<file path="src/rtl/hwpe_ctrl_periph_arbiter.sv">
// Round-robin merge of N_MASTERS peripheral request ports into one registered
// request slot towards the HWPE control slave; responses are routed back by one-hot id.
module hwpe_ctrl_periph_arbiter #(
    parameter int N_MASTERS = 4,
    parameter int AW        = 32,
    parameter int DW        = 32,
    parameter int ID_WIDTH  = N_MASTERS
) (
    input  logic                      clk_i,
    input  logic                      rst_ni,
    input  logic                      clear_i,
    input  logic [N_MASTERS-1:0]      m_req_i,
    output logic [N_MASTERS-1:0]      m_gnt_o,
    input  logic [N_MASTERS*AW-1:0]   m_add_i,
    input  logic [N_MASTERS-1:0]      m_wen_i,
    input  logic [N_MASTERS*DW/8-1:0] m_be_i,
    input  logic [N_MASTERS*DW-1:0]   m_data_i,
    output logic [N_MASTERS-1:0]      m_r_valid_o,
    output logic [DW-1:0]             m_r_data_o,
    output logic                      s_req_o,
    input  logic                      s_gnt_i,
    output logic [AW-1:0]             s_add_o,
    output logic                      s_wen_o,
    output logic [DW/8-1:0]           s_be_o,
    output logic [DW-1:0]             s_data_o,
    output logic [ID_WIDTH-1:0]       s_id_o,
    input  logic                      s_r_valid_i,
    input  logic [ID_WIDTH-1:0]       s_r_id_i,
    input  logic [DW-1:0]             s_r_data_i
);

    localparam int PTR_W = (N_MASTERS > 1) ? $clog2(N_MASTERS) : 1;
    localparam int BW    = DW / 8;

    logic                req_q, req_d;
    logic [AW-1:0]       add_q, add_d;
    logic                wen_q, wen_d;
    logic [BW-1:0]       be_q, be_d;
    logic [DW-1:0]       data_q, data_d;
    logic [ID_WIDTH-1:0] id_q, id_d;
    logic [PTR_W-1:0]    rr_ptr_q, rr_ptr_d;

    logic             found_hi, found_lo;
    logic [PTR_W-1:0] hi_idx, lo_idx, winner;
    logic             slot_accept, grant_en;

    // Two-pass scan: lowest requester at or above rr_ptr, else lowest requester overall.
    // NOTE: every always_comb output gets a default first so no path can infer a latch.
    always_comb begin
        found_hi = 1'b0;
        found_lo = 1'b0;
        hi_idx   = '0;
        lo_idx   = '0;
        for (int i = N_MASTERS - 1; i >= 0; i--) begin
            if (m_req_i[i]) begin
                found_lo = 1'b1;
                lo_idx   = PTR_W'(i);
                if (i >= int'(rr_ptr_q)) begin
                    found_hi = 1'b1;
                    hi_idx   = PTR_W'(i);
                end
            end
        end
        winner = found_hi ? hi_idx : lo_idx;
    end

    // A busy slot taken by the slave this cycle can be refilled without a bubble.
    assign slot_accept = ~clear_i & (~req_q | s_gnt_i);
    assign grant_en    = slot_accept & found_lo;
    assign m_gnt_o     = grant_en ? (N_MASTERS'(1) << winner) : '0;

    always_comb begin
        req_d    = req_q;
        add_d    = add_q;
        wen_d    = wen_q;
        be_d     = be_q;
        data_d   = data_q;
        id_d     = id_q;
        rr_ptr_d = rr_ptr_q;
        if (clear_i) begin
            req_d    = 1'b0;
            rr_ptr_d = '0;
        end else if (grant_en) begin
            req_d    = 1'b1;
            add_d    = m_add_i[winner*AW +: AW];
            wen_d    = m_wen_i[winner];
            be_d     = m_be_i[winner*BW +: BW];
            data_d   = m_data_i[winner*DW +: DW];
            id_d     = ID_WIDTH'(1) << winner;
            rr_ptr_d = (int'(winner) == N_MASTERS - 1) ? '0 : winner + 1'b1;
        end else if (req_q && s_gnt_i) begin
            req_d = 1'b0;
        end
    end

    // NOTE: state registers use non-blocking assignments so all flops update together.
    always_ff @(posedge clk_i or negedge rst_ni) begin
        if (!rst_ni) begin
            req_q    <= 1'b0;
            add_q    <= '0;
            wen_q    <= 1'b0;
            be_q     <= '0;
            data_q   <= '0;
            id_q     <= '0;
            rr_ptr_q <= '0;
        end else begin
            req_q    <= req_d;
            add_q    <= add_d;
            wen_q    <= wen_d;
            be_q     <= be_d;
            data_q   <= data_d;
            id_q     <= id_d;
            rr_ptr_q <= rr_ptr_d;
        end
    end

    assign s_req_o  = req_q;
    assign s_add_o  = add_q;
    assign s_wen_o  = wen_q;
    assign s_be_o   = be_q;
    assign s_data_o = data_q;
    assign s_id_o   = id_q;

    assign m_r_valid_o = {N_MASTERS{s_r_valid_i}} & s_r_id_i[N_MASTERS-1:0];
    assign m_r_data_o  = s_r_data_i;

endmodule
</file>
<file path="config.mk">
export PLATFORM = sky130hd
export DESIGN_NAME = hwpe_ctrl_periph_arbiter
export DESIGN_NICKNAME = d
export VERILOG_FILES = /design/src/rtl/hwpe_ctrl_periph_arbiter.sv
export SDC_FILE = /design/constraint.sdc
export NUM_CORES = 1
export LEC_CHECK = 0
export CAP_MARGIN = 20
export CORE_AREA = 2 2 169 171
export DETAILED_ROUTE_END_ITERATION = 12
export DIE_AREA = 0 0 171 173
export GPL_TIMING_DRIVEN = 0
export PLACE_DENSITY = 0.54
export SLEW_MARGIN = 10
export SYNTH_ARGS = -nofsm -noshare
export SYNTH_HDL_FRONTEND = slang
export SYNTH_SLANG_ARGS = --single-unit
</file>
<file path="constraint.sdc">
create_clock -name clk_i -period 3.5 [get_ports clk_i]
set_input_delay 1.05 -clock clk_i [delete_from_list [all_inputs] [get_ports clk_i]]
set_output_delay 1.05 -clock clk_i [all_outputs]
set_load 0.005 [all_outputs]
</file>
==> impl_metrics.tcl <==
set metrics [dict create \
    setup_violations 0 \
    ys_ff_latch 76 \
    first_iter_violations 330 \
    cts_tree "done" \
    synth_edf_count 0 \
    p_int_uw 3290 \
    max_slew_margin_pct 63.5 \
    cp-end-kind "output port" \
    area_growth_pct 95.1 \
    whs_ps 474 \
    root_buffer "clkbuf_16" \
    dieArea_sq_um 29600 \
    p_per_area_nw_per_um2 466 \
    dp_slack_ps -1470 \
    multi_input_area_sq_um 2990 \
    drive_gt1_share_pct 13.0 \
    clk_pin_slew_ps 60 \
    clock_path_buffers 2 \
    htree_levels 3 \
    rows 61 \
    grt_use_total_pct 18.3 \
    p_sw_uw 1550 \
    grt_pass1_wl_um 40600 \
    p_total_uw 4840 \
    fin_setup_tns_ps 0 \
    synth_cell_types 35 \
    crit_path_max_fanout 5 \
    post-route-period-util_pct 97.9 \
    nets 1304 \
    combPwrFrac_pct 48.0 \
    synth_commonest_cells "dfrtp_1, a21oi_1, a221o_1" \
    maxSlewViolCount 0 \
    wl_per_cell_um 20.7 \
    core_sq_um 27600 \
    pwr-share-clk_pct 25.0 \
    dpl.hpwl_um 22200 \
    syn-num-nets 879 \
    tightest_slew_ps 548 \
    via_per_inst 4.60 \
    wirelength_um 28300 \
    seq_power_share_pct 27.1 \
    synth_top_area_share_pct 35.7 \
    fillers 2812 \
    antenna_left 0 \
    cts_buffers 9 \
    hold_class "reg -> reg" \
    postSynthAreaPerCell_sq_um 9.57 \
    total_leakage_power_uw 0.00414 \
    syn_inst 557 \
    path_class "in -> out" \
    max_freq_ghz 0.292 \
    critPathLaunchType "primary input" \
    grt_pass1_vias 6657 \
    rsz0062_at_grt "false" \
    yosysMostFrequentCell "dfrtp_1" \
    status "completed" \
    arrival_ps 2380 \
    synth_seq_area_share_pct 35.7 \
    die_h_um 173 \
    cap_violations 0 \
    hold_viol 0 \
    regArea_sq_um 1900 \
    grt_max_degree 47 \
    ys_async_sr_fraction_pct 100 \
    initial_utilization_pct 19.3 \
    place.port_buffers 402 \
    yosys.area.top_type "dfrtp_1" \
    cts_sinks 76 \
    setup_slack_ps 72.0 \
    vias 6288 \
    fin_crit_ps 3430 \
    r2r_cells 8 \
    antenna_found_initial 4 \
    drt-pass1-iter-count 4 \
    worstPathRequired_ps 2450 \
    place.gp.congestion 0.805 \
    die_w_um 171 \
    holdPathStages 1 \
    ys_warn_count 0 \
    hold_buffers 0 \
    switching_share_pct 32.1 \
    drc_errors 0 \
    pin_count 435 \
    synth_top_flop_cell "dfrtp_1" \
    overflow 0 \
    insertion_delay_ps 340 \
    synth_area_leaders "dfrtp_1, a221o_1, mux2_1" \
    fin_util_pct 37.6 \
    netlist_area_sq_um 5330 \
    fin_skew_ps 8.19 \
    ir_worst_vdd_v 0.000239 \
]
## per-layer routing
layer / share of wire [%] / vias to the layer above / global-route usage [%]
met5: 0.095 / - / 0
met4: 1.5 / 4 / 4.66
met1: 41 / 2966 / 21.7
met3: 9.1 / 24 / 5.61
li1: - / 2979 / -
met2: 49 / 315 / 31.9
## final timing paths
kind / start / slack [ps] / endpoint
min reg2reg: s_id_o[2]$_DFFE_PN0P_ / 470 / s_id_o[2]$_DFFE_PN0P_
min in group asynchronous: rst_ni / 670 / s_add_o[22]$_DFFE_PN0P_
max in group asynchronous: rst_ni / 2190 / s_data_o[29]$_DFFE_PN0P_
max reg2reg: rr_ptr_q[0]$_DFFE_PN0P_ / 1040 / s_add_o[9]$_DFFE_PN0P_
max: m_req_i[3] / 70 / m_gnt_o[2]
min: s_id_o[2]$_DFFE_PN0P_ / 470 / s_id_o[2]$_DFFE_PN0P_
## registers in the layout, indices dropped and copies added (netlist names)
name and cells:
s_req_o 1, s_wen_o 1, rr_ptr_q 2, s_add_o 32
s_data_o 32, s_be_o 4, s_id_o 4
## cell usage in the layout (no fill, tap or decap), drive strengths merged, types with 2 or more instances in the layout
cell type        n
a21o             5
clkdlybuf4s50  391
dfrtp           76
a221o           69
mux2            69
buf             81
o21ai            4
bufinv           4
a21oi           71
o21ba            2
nor2b            3
nor2            62
and2             8
and2b            2
nand4           39
dlygate4sd2      3
diode            2
clkbuf          42
o31ai           39
nand2            3
nor3             3
## power groups by stage
stage	registers (uW)	clock network, uW	logic (uW)
after floorplan	1320	0	968
after global placement	1320	0	2280
after detailed placement	1320	0	2290
after CTS	1310	1260	2360
after global routing	1340	1300	2510
final	1310	1210	2320
## worst max-delay path, stage by stage
cell      delay (ps)
clkbuf_4         170
nor4_4            60
or3_1            360
buf_6            140
nor3_4           240
buf_6            130
and2_4           140
buf_6             90
## what timing repair did
action | CTS | global route
gates resized for setup | 54 | 10
pin swaps | 9 | 3
buffers inserted | 12 | 0
setup endpoints to repair | 4 | 3
endpoints found under the hold margin | 0 | 0
## final cells by class
| class | count | share of cell area, % |
|---|---|---|
| buffer | 91 | 5.21 |
| inverter | 1 | 0.0361 |
| multi-input combinational | 388 | 28.7 |
| antenna | 2 | 0.0481 |
| timing repair buffer | 415 | 39.6 |
| sequential | 76 | 18.3 |
| clock buffer | 11 | 2.43 |
| tap | 378 | 4.55 |
| clock inverter | 4 | 1.15 |
## cells by family (layout without fill, tap and decap cells)
| family | Yosys count | count (layout) | share of synthesized area, % |
|---|---|---|---|
| DFF | 76 | 76 | 35.7 |
| muxes | 69 | 69 | 14.6 |
| AOI/OAI and AO/OA | 193 | 193 | 27.3 |
| adders and majority gates | 1 | 1 | 0.235 |
| other | 0 | 2 | 0 |
| and+or+nand+nor | 125 | 125 | 12.4 |
| buffers and inverters | 93 | 522 | 9.72 |
## per-stage QoR
stage	cells	instance area, sq um
4_1_cts	1364	10400
5_1_grt	1364	10400
3_3_place_gp	1337	9830
3_5_place_dp	1338	9850
2_1_floorplan	557	5330
6_report	1366	10400
Power figures use the tool's default switching activity.
